==> src/rtl/video_timing_gen.sv <==
// Parametrised raster timing generator: h/v counters, decoded sync/enable strobes
// delayed LOOKAHEAD+1 pixels behind the coordinates, and a completed-frame counter.
module video_timing_gen #(
  parameter int H_ACTIVE  = 1280,
  parameter int H_FP      = 48,
  parameter int H_SYNC    = 112,
  parameter int H_BP      = 248,
  parameter int V_ACTIVE  = 1024,
  parameter int V_FP      = 1,
  parameter int V_SYNC    = 3,
  parameter int V_BP      = 38,
  parameter int HS_POL    = 1,
  parameter int VS_POL    = 1,
  parameter int CW        = 11,
  parameter int LOOKAHEAD = 2,
  parameter int FCW       = 8
) (
  input  logic           clk,
  input  logic           rst_n,
  input  logic           ce,
  output logic [CW-1:0]  x,
  output logic [CW-1:0]  y,
  output logic           hsync,
  output logic           vsync,
  output logic           de,
  output logic           line_start,
  output logic           frame_start,
  output logic [FCW-1:0] frame_count
);

  localparam int HTOTAL = H_ACTIVE + H_FP + H_SYNC + H_BP;
  localparam int VTOTAL = V_ACTIVE + V_FP + V_SYNC + V_BP;
  localparam int D      = LOOKAHEAD + 1;

  if ((HTOTAL - 1) >= (1 << CW) || (VTOTAL - 1) >= (1 << CW)) begin : g_cw_too_small
    $error("video_timing_gen: CW too small for HTOTAL-1 / VTOTAL-1");
  end
  if (LOOKAHEAD < 0 || LOOKAHEAD > 15) begin : g_lookahead_range
    $error("video_timing_gen: LOOKAHEAD out of range 0..15");
  end

  localparam logic [CW-1:0] H_LAST   = CW'(HTOTAL - 1);
  localparam logic [CW-1:0] V_LAST   = CW'(VTOTAL - 1);
  localparam logic [CW-1:0] H_ACT_C  = CW'(H_ACTIVE);
  localparam logic [CW-1:0] V_ACT_C  = CW'(V_ACTIVE);
  localparam logic [CW-1:0] HS_FIRST = CW'(H_ACTIVE + H_FP);
  localparam logic [CW-1:0] HS_LAST  = CW'(H_ACTIVE + H_FP + H_SYNC - 1);
  localparam logic [CW-1:0] VS_FIRST = CW'(V_ACTIVE + V_FP);
  localparam logic [CW-1:0] VS_LAST  = CW'(V_ACTIVE + V_FP + V_SYNC - 1);
  localparam logic          HS_POL_B = (HS_POL != 0);
  localparam logic          VS_POL_B = (VS_POL != 0);

  // Pipeline word bit positions
  localparam int B_DE = 0;
  localparam int B_HS = 1;
  localparam int B_VS = 2;
  localparam int B_LS = 3;
  localparam int B_FS = 4;

  logic [CW-1:0]       h_q, h_d;
  logic [CW-1:0]       v_q, v_d;
  logic [FCW-1:0]      fc_q, fc_d;
  logic [D-1:0][4:0]   pipe_q, pipe_d;
  logic [4:0]          dec;

  always_comb begin
    dec       = '0;
    dec[B_DE] = (h_q < H_ACT_C) && (v_q < V_ACT_C);
    dec[B_HS] = (h_q >= HS_FIRST) && (h_q <= HS_LAST);
    dec[B_VS] = (v_q >= VS_FIRST) && (v_q <= VS_LAST);
    dec[B_LS] = (h_q == '0);
    dec[B_FS] = (h_q == '0) && (v_q == '0);
  end

  always_comb begin
    h_d    = h_q;
    v_d    = v_q;
    fc_d   = fc_q;
    pipe_d = pipe_q;
    if (ce) begin
      if (h_q == H_LAST) begin
        h_d = '0;
        if (v_q == V_LAST) begin
          v_d  = '0;
          fc_d = fc_q + 1'b1;
        end else begin
          v_d = v_q + 1'b1;
        end
      end else begin
        h_d = h_q + 1'b1;
      end
      pipe_d[0] = dec;
      for (int i = 1; i < D; i++) begin
        pipe_d[i] = pipe_q[i-1];
      end
    end
  end

  always_ff @(posedge clk or negedge rst_n) begin
    if (!rst_n) begin
      h_q    <= '0;
      v_q    <= '0;
      fc_q   <= '0;
      pipe_q <= '0;
    end else begin
      h_q    <= h_d;
      v_q    <= v_d;
      fc_q   <= fc_d;
      pipe_q <= pipe_d;
    end
  end

  // Cleared pipeline yields the deasserted sync level for either polarity.
  assign x           = h_q;
  assign y           = v_q;
  assign frame_count = fc_q;
  assign de          = pipe_q[D-1][B_DE];
  assign line_start  = pipe_q[D-1][B_LS];
  assign frame_start = pipe_q[D-1][B_FS];
  assign hsync       = pipe_q[D-1][B_HS] ^ ~HS_POL_B;
  assign vsync       = pipe_q[D-1][B_VS] ^ ~VS_POL_B;

endmodule

==> config.mk <==
export PLATFORM = sky130hd
export DESIGN_NAME = video_timing_gen
export DESIGN_NICKNAME = d
export VERILOG_FILES = /design/src/rtl/video_timing_gen.sv
export SDC_FILE = /design/constraint.sdc
export NUM_CORES = 1
export LEC_CHECK = 0
export ABC_AREA = 1
export CAP_MARGIN = 0
export CORE_MARGIN = 1
export CORE_UTILIZATION = 31
export DETAILED_ROUTE_END_ITERATION = 10
export GPL_TIMING_DRIVEN = 1
export PLACE_DENSITY = 0.48
export REMOVE_ABC_BUFFERS = 1
export SYNTH_ARGS = -nofsm -noshare
export SYNTH_HDL_FRONTEND = slang
export SYNTH_SLANG_ARGS = --single-unit
==> constraint.sdc <==
create_clock -name clk -period 4.7 [get_ports clk]
set_clock_uncertainty 0.1 [all_clocks]
set_input_delay 1.41 -clock clk [delete_from_list [all_inputs] [get_ports clk]]
set_output_delay 1.41 -clock clk [all_outputs]
set_load 0.02 [all_outputs]
==> flow_metrics.tcl <==
set metrics [dict create \
    avgSynthCellArea_um2 7.53 \
    seqPwrFrac_pct 46.0 \
    fmax_mhz 316 \
    port_buffers 37 \
    reg2reg_from "x[1]" \
    viasPerCell 4.57 \
    r2r_cells 8 \
    fin_crit_ns 3.17 \
    clkTransAtPathRegs_ns 0.09 \
    dieWidth_um 91.3 \
    syn_area_um2 2470 \
    p_switching_uw 343 \
    wirelength_um 5800 \
    cts_tree "yes" \
    power_density_nw_per_um2 339 \
    hpwl_um 4080 \
    utilization_pct 39.6 \
    dr.pass1.iters 4 \
    die_area_um2 8330 \
    grt_pass1_vias 1994 \
    final_cell_mix "120 x nand2_1, 45 x dfrtp_1, 37 x inv_1" \
    grt_max_degree 46 \
    yosys_register_bits 45 \
    sw_frac_of_total_pct 33.2 \
    crit_path_cell_trace "clkdlybuf4s50_1 > inv_2 > nor2_4 > nand2_2 > nand2_1 > nand2_1" \
    die_h_um 91.3 \
    start_util_pct 32.0 \
    intPower_uw 692 \
    crit_arrival_ns 3.27 \
    cpMostUsedCell "nand2_1" \
    clockBufferDepth 2 \
    power_frac_comb_pct 23.4 \
    cap_violations 0 \
    core_um2 7730 \
    ctsRootBufferMaster "clkbuf_8" \
    clk_latency_ns 0.30 \
    drc 0 \
    regArea_um2 1130 \
    cts_num_sinks 45 \
    rsz0062_at_grt "false" \
    total_power_uw 1040 \
    critPathMaxFanout 20 \
    end_kind "flip-flop" \
    r2r_slack_ns 2.79 \
    gp_routability_congestion 0.783 \
    post_cts_resized 0 \
    slew_viol_final 0 \
    critPathRequiredTime_ns 4.80 \
    drt-initial-drc-count 73 \
    hold_viol 0 \
    status "complete, no violations" \
    post_cts_buffers 0 \
    ctsHtreeMaxLevel 2 \
    r2r-end "frame_count[1]" \
    fin_nets 376 \
    layout_commonest_cell "nand2_1" \
    p_leak_uw 0.00147 \
    synth_cell_types 26 \
    antenna_found_initial 0 \
    synth.yosys.warnings 0 \
    ant_nets 0 \
    fin_setup_tns_ns 0 \
    clkPwrFrac_pct 30.6 \
    setup_viol 0 \
    cts_buffers 5 \
    hold_path_class "reg -> reg" \
    hold_end "pipe_q[6]" \
    fin_crit_sh_pct 67.4 \
    wl_per_cell_um 12.3 \
    grt_pass1_wl_um 9920 \
    ios 38 \
    syn_inst 328 \
    synth_top_area_cell "dfrtp_1" \
    fillers 814 \
    max_stage_delay_ns 0.84 \
    multi_input_area_um2 1160 \
    worst_slew_pin_slew_ns 1.04 \
    grt_use_total_pct 15.1 \
    ys_top_cells_by_area "dfrtp_1 46%, nand2_1 18%, inv_1 5.6%" \
    diodes 0 \
    ir_drop_mv 0.173 \
    startpoint_type "input pin" \
    slowest_stage "clkdlybuf4s50_1" \
    grt_overflow 0 \
    cts_hold_buf 0 \
    ys_seq_area_share_pct 45.6 \
    std_cell_rows 32 \
    whs_path_depth 2 \
    vias 2147 \
    slew_headroom_pct 30.8 \
    syn2layout_area_growth_pct 23.8 \
    path_class "in -> reg" \
    hp-start "pipe_q[6]" \
    synth_top_area_share_pct 45.6 \
    drive_above_1_share_pct 5.98 \
]
[cells by family (layout without fill, tap and decap cells)]
group / count (synthesis) / after routing / synth area share (%)
xor gates and xnor gates: 10 / 10 / 3.55
buffers and inverters: 46 / 86 / 7.40
and+or+nand+nor: 194 / 194 / 34.8
DFF: 45 / 45 / 45.6
AOI/OAI and AO/OA: 27 / 27 / 5.67
adders and majority gates: 6 / 6 / 3.04
[synthesized netlist by cell type (all sizes together)]
library cell / n
xor2: 7
o211ai: 2
o21ai: 21
ha: 6
nor3: 4
buf: 4
nor4: 1
a21oi: 4
nand2: 122
nand4: 11
nand2b: 1
nand3: 26
clkbuf: 2
nor2: 29
dfrtp: 45
xnor2: 3
inv: 40
[per-stage QoR]
stage / cell area (µm²) / setup slack, ns / hold slack [ns] / std cells
after CTS: 3060 / 1.52 / 0.382 / 470
after detailed placement: 2940 / 1.20 / 0.358 / 462
final: 3060 / 1.53 / 0.381 / 470
after global routing: 3060 / 1.31 / 0.393 / 470
after floorplan: 2440 / 2.50 / 0.342 / 322
after global placement: 2940 / 1.24 / 0.357 / 462
[power groups by stage]
stage | clock, µW | combinational (µW) | sequential [µW]
after floorplan | 0 | 107 | 510
after global placement | 0 | 243 | 484
after detailed placement | 0 | 245 | 483
after CTS | 328 | 246 | 476
after global routing | 339 | 274 | 486
final | 317 | 243 | 476
[worst max path at each step]
stage,from,to,slack [ns],cells past startpoint
2_1_floorplan,ce,frame_count[4],2.50,5
3_3_place_gp,ce,frame_count[7],1.24,6
3_5_place_dp,ce,frame_count[6],1.20,6
4_1_cts,ce,frame_count[1],1.52,6
5_1_grt,ce,frame_count[1],1.31,6
6_report,ce,frame_count[1],1.53,6
[state kept, by name, indices dropped and copies added (netlist names)]
| register | count |
|---|---|
| y | 11 |
| x | 11 |
| de | 1 |
| vsync | 1 |
| hsync | 1 |
| frame_start | 1 |
| pipe_q | 10 |
| line_start | 1 |
| frame_count | 8 |
[critical path: cells and delay by family]
family,cells,cell delay [ns]
simple gates,4,0.69
buf+inv,2,1.15
[layer usage]
layer / GRT usage (%) / vias to the layer above / share of wire, %
met3: 3.10 / 4 / 3.8
met2: 24.0 / 37 / 44
met4: 3.97 / 0 / 0.83
li1: - / 1115 / -
met5: 0 / - / 0
met1: 20.7 / 991 / 51
[area by class of cell]
cell class	instances	area share [%]
multi-input cells	237	38.0
flip-flops and latches	45	36.8
clock inverters	2	1.23
well taps	102	4.17
repair buffers	38	12.2
clock buffers	6	2.70
inverters	40	4.91
No activity file was read; power rests on OpenSTA's default activity.
